**config.mk**
```make
export PLATFORM = sky130hd
export DESIGN_NAME = avalon_mm_regbank
export DESIGN_NICKNAME = d
export VERILOG_FILES = /design/src/rtl/avalon_mm_regbank_pkg.sv /design/src/rtl/avalon_mm_rdpipe.sv /design/src/rtl/avalon_mm_regbank.sv
export SDC_FILE = /design/constraint.sdc
export NUM_CORES = 1
export LEC_CHECK = 0
export CAP_MARGIN = 0
export CORE_UTILIZATION = 53
export CTS_CLUSTER_DIAMETER = 30
export DETAILED_ROUTE_END_ITERATION = 7
export GPL_ROUTABILITY_DRIVEN = 0
export PLACE_DENSITY_LB_ADDON = 0.3
export REMOVE_ABC_BUFFERS = 1
export SLEW_MARGIN = 20
export SYNTH_ARGS = -nofsm -noshare
export SYNTH_HDL_FRONTEND = slang
export SYNTH_SLANG_ARGS = --single-unit
```
**constraint.sdc**
```tcl
create_clock -name clk -period 4.44 [get_ports clk]
set_input_delay 1.11 -clock clk [delete_from_list [all_inputs] [get_ports clk]]
set_output_delay 1.11 -clock clk [all_outputs]
set_load 0.1 [all_outputs]
```
**src/rtl/avalon_mm_regbank_pkg.sv**
```systemverilog
// avalon_mm_regbank_pkg: word offsets and helpers shared by the register bank
package avalon_mm_regbank_pkg;

    localparam int ID_IDX        = 0;
    localparam int EVENT_IDX     = 1;
    localparam int MASK_IDX      = 2;
    localparam int CTRL_BASE_IDX = 3;

    function automatic int stat_base_idx(input int num_ctrl);
        return CTRL_BASE_IDX + num_ctrl;
    endfunction

    function automatic logic [7:0] apply_byteen(input logic [7:0] old_v, input logic [7:0] new_v, input logic be);
        return be ? new_v : old_v;
    endfunction

endpackage

```
**src/rtl/avalon_mm_rdpipe.sv**
```systemverilog
// avalon_mm_rdpipe: fixed-latency read return pipeline holding the last delivered data
module avalon_mm_rdpipe #(
    parameter int DATA_WIDTH = 32,
    parameter int LATENCY    = 1
) (
    input  logic                  clk,
    input  logic                  reset_n,
    input  logic                  valid_i,
    input  logic [DATA_WIDTH-1:0] data_i,
    output logic                  valid_o,
    output logic [DATA_WIDTH-1:0] data_o
);

    logic [LATENCY-1:0]                 valid_q;
    logic [LATENCY-1:0][DATA_WIDTH-1:0] data_q;

    // shift valid every cycle; data stages only load behind a valid so the output holds between reads
    always_ff @(posedge clk or negedge reset_n) begin
        if (!reset_n) begin
            valid_q <= '0;
            data_q  <= '0;
        end else begin
            valid_q[0] <= valid_i;
            if (valid_i) data_q[0] <= data_i;
            for (int s = 1; s < LATENCY; s++) begin
                valid_q[s] <= valid_q[s-1];
                if (valid_q[s-1]) data_q[s] <= data_q[s-1];
            end
        end
    end

    assign valid_o = valid_q[LATENCY-1];
    assign data_o  = data_q[LATENCY-1];

endmodule

```
**src/rtl/avalon_mm_regbank.sv**
```systemverilog
// avalon_mm_regbank: Avalon-MM window with ID, W1C event/mask, control and status registers
module avalon_mm_regbank
    import avalon_mm_regbank_pkg::*;
#(
    parameter int          DATA_WIDTH   = 32,
    parameter logic [31:0] BASE_ADDR    = 32'h11223340,
    parameter int          NUM_CTRL     = 4,
    parameter int          NUM_STAT     = 2,
    parameter int          READ_LATENCY = 1,
    parameter logic [31:0] ID_VALUE     = 32'hBE0C0001,
    localparam int         BE_WIDTH     = DATA_WIDTH / 8,
    localparam int         STAT_W       = (NUM_STAT > 0 ? NUM_STAT : 1) * DATA_WIDTH
) (
    input  logic                           clk,
    input  logic                           reset_n,
    input  logic [31:0]                    avs_address,
    input  logic [BE_WIDTH-1:0]            avs_byteenable,
    input  logic                           avs_read,
    input  logic                           avs_write,
    input  logic [DATA_WIDTH-1:0]          avs_writedata,
    output logic [DATA_WIDTH-1:0]          avs_readdata,
    output logic                           avs_readdatavalid,
    output logic                           avs_waitrequest,
    output logic [NUM_CTRL*DATA_WIDTH-1:0] ctrl_q,
    output logic [NUM_CTRL-1:0]            ctrl_wr,
    input  logic [STAT_W-1:0]              status_d,
    input  logic [DATA_WIDTH-1:0]          event_in,
    output logic                           irq
);

    localparam int STAT_BASE = stat_base_idx(NUM_CTRL);
    localparam int NUM_WORDS = STAT_BASE + NUM_STAT;

    logic [31:0]                    offset, idx;
    logic                           hit, rd_acc, wr_hit;
    logic [DATA_WIDTH-1:0]          event_q, event_d, mask_q, mask_d, clr, rdata_d;
    logic [NUM_CTRL*DATA_WIDTH-1:0] ctrl_d;
    logic [NUM_CTRL-1:0]            ctrl_wr_d;

    assign rd_acc = avs_read & ~avs_waitrequest;
    assign offset = avs_address - BASE_ADDR;
    assign idx    = offset / 32'(BE_WIDTH);
    assign hit    = (avs_address >= BASE_ADDR) && ((offset % 32'(BE_WIDTH)) == '0) && (idx < 32'(NUM_WORDS));
    assign wr_hit = avs_write & ~avs_waitrequest & hit;

    // read mux over the pre-write register values; misses read as zero
    always_comb begin
        rdata_d = '0;
        if (hit && idx == 32'(ID_IDX))    rdata_d = DATA_WIDTH'(ID_VALUE);
        if (hit && idx == 32'(EVENT_IDX)) rdata_d = event_q;
        if (hit && idx == 32'(MASK_IDX))  rdata_d = mask_q;
        for (int k = 0; k < NUM_CTRL; k++)
            if (hit && idx == 32'(CTRL_BASE_IDX + k)) rdata_d = ctrl_q[k*DATA_WIDTH +: DATA_WIDTH];
        for (int k = 0; k < NUM_STAT; k++)
            if (hit && idx == 32'(STAT_BASE + k)) rdata_d = status_d[k*DATA_WIDTH +: DATA_WIDTH];
    end

    // byte-lane write merge; event clear mask only in enabled lanes, new events win over clears
    always_comb begin
        mask_d    = mask_q;
        ctrl_d    = ctrl_q;
        clr       = '0;
        ctrl_wr_d = '0;
        for (int b = 0; b < BE_WIDTH; b++) begin
            if (wr_hit && idx == 32'(EVENT_IDX))
                clr[b*8 +: 8] = apply_byteen(8'h00, avs_writedata[b*8 +: 8], avs_byteenable[b]);
            if (wr_hit && idx == 32'(MASK_IDX))
                mask_d[b*8 +: 8] = apply_byteen(mask_q[b*8 +: 8], avs_writedata[b*8 +: 8], avs_byteenable[b]);
            for (int k = 0; k < NUM_CTRL; k++)
                if (wr_hit && idx == 32'(CTRL_BASE_IDX + k))
                    ctrl_d[(k*BE_WIDTH + b)*8 +: 8] = apply_byteen(ctrl_q[(k*BE_WIDTH + b)*8 +: 8],
                                                                   avs_writedata[b*8 +: 8], avs_byteenable[b]);
        end
        for (int k = 0; k < NUM_CTRL; k++)
            ctrl_wr_d[k] = wr_hit && idx == 32'(CTRL_BASE_IDX + k) && |avs_byteenable;
        event_d = (event_q & ~clr) | event_in;
    end

    // register state; waitrequest comes out of reset high and drops after the first edge
    always_ff @(posedge clk or negedge reset_n) begin
        if (!reset_n) begin
            avs_waitrequest <= 1'b1;
            event_q         <= '0;
            mask_q          <= '0;
            ctrl_q          <= '0;
            ctrl_wr         <= '0;
            irq             <= 1'b0;
        end else begin
            avs_waitrequest <= 1'b0;
            event_q         <= event_d;
            mask_q          <= mask_d;
            ctrl_q          <= ctrl_d;
            ctrl_wr         <= ctrl_wr_d;
            irq             <= |(event_q & mask_q);
        end
    end

    avalon_mm_rdpipe #(
        .DATA_WIDTH (DATA_WIDTH),
        .LATENCY    (READ_LATENCY)
    ) u_rdpipe (
        .clk     (clk),
        .reset_n (reset_n),
        .valid_i (rd_acc),
        .data_i  (rdata_d),
        .valid_o (avs_readdatavalid),
        .data_o  (avs_readdata)
    );

endmodule

```
Word level (Yosys, flattened, before mapping)
Cells that the tools add are included.
{ "op_classes": {"addsub": 1, "muxes": 17, "n_eq_ne": 8, "mul": 0, "bitwise_logic": 8, "reduce_logical": 45, "n_shift": 0, "n_div": 0, "magnitude_cmp": 2} }
{ "ops": {"columns": ["op", "count"], "rows": [
  ["two-way mux 32 bit", 9],
  ["equality test 30 x 3 -> 1 bit, second input constant", 4],
  ["bitwise AND 32 bit", 2],
  ["zero test 32 bit", 2],
  ["two-way mux 8 bit", 8],
  ["equality test 30 x 2 -> 1 bit, second input constant", 2],
  ["AND reduction 2 bit", 20],
  ["greater-or-equal comparator 32 x 29 -> 1 bit, second input constant", 1],
  ["inverter 32 bit", 1],
  ["bitwise OR 32 bit", 1],
  ["OR reduction 32 bit", 1],
  ["subtractor 32 x 29 -> 32 bit, second input constant", 1],
  ["equality test 30 x 1 -> 1 bit, second input constant", 1],
  ["equality test 30 x 4 -> 1 bit, second input constant", 1],
  ["less-than comparator 30 x 4 -> 1 bit, second input constant", 1],
  ["logical AND 1 bit", 21],
  ["OR reduction 4 bit", 1],
  ["bitwise AND 1 bit", 3],
  ["inverter 1 bit", 1]
]} }
{ "word_totals": {"out_inout_bits": 167, "rom_bits": 0, "n_memories": 0, "mem_bits_rw": 0, "regBits": 231, "latch_bits": 0} }

Depth between registers and ports, before layout
{ "depth": {"ltp_word": 14, "mapped_depth": 12} }

By module
From an unflattened synthesis, not the netlist that was laid out.
{ "hier_totals": {"cells_unflattened": 1111, "hier_area_um2": 12928.6} }
{ "modules_own_cells": {"columns": ["mod", "cells_per_inst", "area_each_um2", "instances"], "rows": [
  ["avalon_mm_regbank", 1042, 11558.6, 1],
  ["avalon_mm_rdpipe", 69, 1370.1, 1]
]} }

Worst setup path before layout
Ideal clock, no wire load.
{ "synth_timing": {"path_type": "input-to-reg", "startpoint": "input port avs_address[10]", "endpoint": "register ctrl_q[66]", "arrival_time_ns": 3.303, "path_buffers": 4, "setup_ns": 0.126, "setup_slack_ns": 1.012, "path_stages": 11, "cell_sequence": "buf_2 > or4_1 > o211ai_1 > a2111oi_2 > and2_0 > buf_2 > and3_1 > buf_4 > buf_12 > nand4_4 > mux2_4"} }
{ "synth_via": {"elab_chain_len": 6} }
{ "synth_lines": {"columns": ["element", "line_no", "rtl"], "rows": [
  ["from (decl)", "avalon_mm_regbank.sv:16", "input logic [31:0] avs_address,"],
  ["subtractor 32 x 29 -> 32 bit or greater-or-equal comparator 32 x 29 -> 1 bit (tied branches)", "avalon_mm_regbank.sv:41, avalon_mm_regbank.sv:43", null],
  ["less-than comparator 30 x 4 -> 1 bit or logical AND 1 bit (tied branches)", "avalon_mm_regbank.sv:43", "assign hit = (avs_address >= BASE_ADDR) && ((offset % 32'(BE_WIDTH)) == '0) && (idx < 32'(NUM_WORDS));"],
  ["logical AND 1 bit", "avalon_mm_regbank.sv:43", null],
  ["bitwise AND 1 bit", "avalon_mm_regbank.sv:44", "assign wr_hit = avs_write & ~avs_waitrequest & hit;"],
  ["logical AND 1 bit *", "avalon_mm_regbank.sv:70", "if (wr_hit && idx == 32'(CTRL_BASE_IDX + k))"],
  ["AND reduction 2 bit (no line) *", null, null],
  ["to (signal assigned)", "avalon_mm_regbank.sv:92", "ctrl_q <= ctrl_d;"],
  ["to (decl)", "avalon_mm_regbank.sv:24", "output logic [NUM_CTRL*DATA_WIDTH-1:0] ctrl_q,"]
]} }
Mark *: on every way between the ends. The rest lies on a longest branch, timed or not.
A chain may end at the register's enable or synchronous reset.

Worst setup path after layout
{ "layout_timing": {"startpoint": "input port avs_address[17]", "endpoint": "register ctrl_q[44]"} }
The elaborated chain is that of the path after synthesis.

==> flow_metrics.env <==
export IMPL_die_x_um=156
export IMPL_fmax_ghz=0.261
export IMPL_cts_root_buf="clkbuf_16"
export IMPL_max_cap_violations=0
export IMPL_grt_util_met3_pct=8.53
export IMPL_drc=0
export IMPL_cellLeakagePower_nw=7.88
export IMPL_post_route_period_util_pct=86.2
export IMPL_antenna_found_initial=3
export IMPL_via_per_inst=6.64
export IMPL_synth_top_cell_area_share_pct=46.0
export IMPL_met1_usage_pct=51.8
export IMPL_ctsHoldBuffers=0
export IMPL_post_dp_hpwl_mm=33.8
export IMPL_antenna_left=0
export IMPL_num_rows=55
export IMPL_cp_end_kind="flip-flop"
export IMPL_top_usage_layer="met2"
export IMPL_synth_cell_types=76
export IMPL_start_util_pct=54.6
export IMPL_start_kind="input pin"
export IMPL_crit_type="in -> reg"
export IMPL_critical_path_startpoint="avs_address[17]"
export IMPL_power_frac_comb_pct=11.2
export IMPL_fin_crit_ns=3.83
export IMPL_rrSetupSlack_ns=2.23
export IMPL_htree_levels=2
export IMPL_die_y_um=156
export IMPL_cts_tree="built"
export IMPL_clkSinkCount=231
export IMPL_avgSynthCellArea_um2=11.0
export IMPL_grt_max_degree=120
export IMPL_peakVddDrop_v=0.000269
export IMPL_cellPowerDensity_nw_per_um2=348
export IMPL_hold_path_class="reg -> reg"
export IMPL_clk_latency_ns=0.53
export IMPL_ys_seq_area_share_pct=46.3
export IMPL_worst_pin_slew_ns=1.06
export IMPL_die_area_um2=24200
export IMPL_worstHoldPathCells=1
export IMPL_wl_per_cell_um=26.4
export IMPL_synthTopCellsByCount="230 x dfrtp_1, 102 x nor2_1, 74 x mux2_1"
export IMPL_layout_drive_gt1_share_pct=18.4
export IMPL_min_from="ctrl_q[61]"
export IMPL_ys_ff_latch=231
export IMPL_dr_first_iter_drc_count=1467
export IMPL_syn_instance_count=1140
export IMPL_coreArea_um2=22900
export IMPL_place_area_um2=16500
export IMPL_drt_wl_total_mm=49.0
export IMPL_slew_viol_final=0
export IMPL_num_vias=12400
export IMPL_cp_endpoint="ctrl_q[44]"
export IMPL_cts_inserted_buffers=48
export IMPL_reg2reg_from="avs_waitrequest"
export IMPL_seqPwrFrac_pct=34.3
export IMPL_swShare_pct=25.7
export IMPL_grt_use_met2_pct=64.6
export IMPL_finalHoldViolCount=0
export IMPL_fin_skew_ns=0.0177
export IMPL_rsz0062_at_grt="no"
export IMPL_ys_warnings_count=0
export IMPL_relSlewSlack_pct=29.2
export IMPL_post_cts_resized=0
export IMPL_grt_pass1_vias=12500
export IMPL_synth_largest_area_cell="dfrtp_1"
export IMPL_seq_area_um2=5780
export IMPL_final_cell_area_um2=18100
export IMPL_synth_async_reset_ratio_pct=100
export IMPL_p_sw_mw=1.62
export IMPL_reg2reg_depth=6
export IMPL_fin_nets=1680
export IMPL_grtUsageTotal_pct=40.4
export IMPL_multi_input_area_um2=6260
export IMPL_cts_path_max_buffers=3
export IMPL_cp_required_ns=4.84
export IMPL_cts_clk_slew_worst_paths_ns=0.04
export IMPL_syn_to_final_growth_pct=44.7
export IMPL_status="finished, final reports clean"
export IMPL_synth_flop_cell="dfrtp_1"
export IMPL_grt_overflow=0
export IMPL_drtPass1Iterations=6
export IMPL_synth_cell_area_um2=12500
export IMPL_p_int_mw=4.67
export IMPL_portBuffers=334
export IMPL_clkPwrFrac_pct=54.5
export IMPL_critPathMaxFanout=14
export IMPL_synth_edff_count=0
export IMPL_fill_cells=1434
export IMPL_grt_pass1_wl_mm=73.1
export IMPL_power_mw=6.29
export IMPL_synth_most_common_cell="dfrtp_1"
export IMPL_post_cts_buffers=0
export IMPL_ioPinCount=335
export IMPL_crit_arrival_ns=4.23
export IMPL_r2r_end="ctrl_q[44]"
export IMPL_netlist_top_cells_area="dfrtp_1 46%, mux2_1 6.7%, mux2_2 6.6%"
export IMPL_setup_viol=0
-- state kept, by name (all words and copies together), names as in the netlist --
register          cells
ctrl_q              128
ctrl_wr               4
event_q              32
mask_q               32
u_rdpipe.data_o      32
irq                   1
u_rdpipe.valid_o      1
avs_waitrequest       1
-- stage by stage --
step | util [%] | TNS (ns) | instances | worst slack [ns] | hold slack, ns
finish | 78.9 | 0 | 1861 | 0.614 | 0.502
CTS | 78.9 | 0 | 1859 | 0.631 | 0.508
global route | 78.9 | 0 | 1860 | 0.454 | 0.537
floorplan | - | -5.78 | 1062 | -0.130 | 0.484
global placement | 72.1 | 0 | 1775 | 0.174 | 0.466
detailed placement | 72.1 | 0 | 1775 | 0.130 | 0.500
-- layer usage --
layer,routed length [um],up-vias
li1,-,5123
met1,17800,6000
met2,22600,971
met3,5790,259
met4,2850,2
met5,11,-
-- power groups by stage --
stage          Combinational, mW  Sequential, mW  Clock (mW)
3_3_place_gp               0.683            2.19           0
5_1_grt                    0.734            2.16        3.54
3_5_place_dp               0.693            2.19           0
6_report                   0.704            2.16        3.43
2_1_floorplan              0.126            2.37           0
4_1_cts                    0.697            2.16        3.43
-- worst min path at each step --
stage | to | slack [ns]
detailed placement | ctrl_q[61] | 0.50
finish | ctrl_q[61] | 0.50
global route | u_rdpipe.data_o[5] | 0.54
CTS | ctrl_q[61] | 0.51
global placement | u_rdpipe.data_o[5] | 0.47
floorplan | mask_q[24] | 0.48
-- layout make-up --
| type | count | share of cell area [%] |
|---|---|---|
| sequential | 231 | 32.0 |
| clock buffer | 66 | 7.47 |
| tap | 313 | 2.17 |
| antenna | 2 | 0.0277 |
| multi-input combinational | 790 | 34.6 |
| inverter | 41 | 0.851 |
| timing repair buffer | 400 | 21.8 |
| clock inverter | 18 | 1.11 |
-- kinds of logic after synthesis --
group / Yosys count / share of synthesized area [%]
xor gates and xnor gates: 2 / 0.140
and+or+nand+nor: 310 / 14.7
DFF: 231 / 46.3
other: 1 / 0.0300
AOI/OAI and AO/OA: 273 / 15.7
buffers and inverters: 119 / 3.95
muxes: 204 / 19.3
-- critical path, cell delays in order --
cell and delay (ns):
clkdlybuf4s50_1 0.54, a2111oi_2 0.53, a21oi_1 0.18, nor4_2 0.37
o21a_2 0.22, and3_1 0.22, buf_12 0.18, and4_1 0.48
mux2_1 0.38
-- cell usage in the layout, fill, tap and decap left out, drive strengths merged, types with 12 or more instances in the layout --
cell and count:
a31oi 54, nand3 29, a221oi 16, clkbuf 66
o211ai 16, a22oi 28, inv 46, o21ai 38
o22ai 14, nor4 17, buf 69, clkdlybuf4s50 331
nand2 43, a21oi 18, dfrtp 230, a211oi 16
nor3 31, nor2 103, nand4 24, mux2 179
mux2i 23, nand2b 12
No activity file was read; power rests on OpenSTA's default activity.
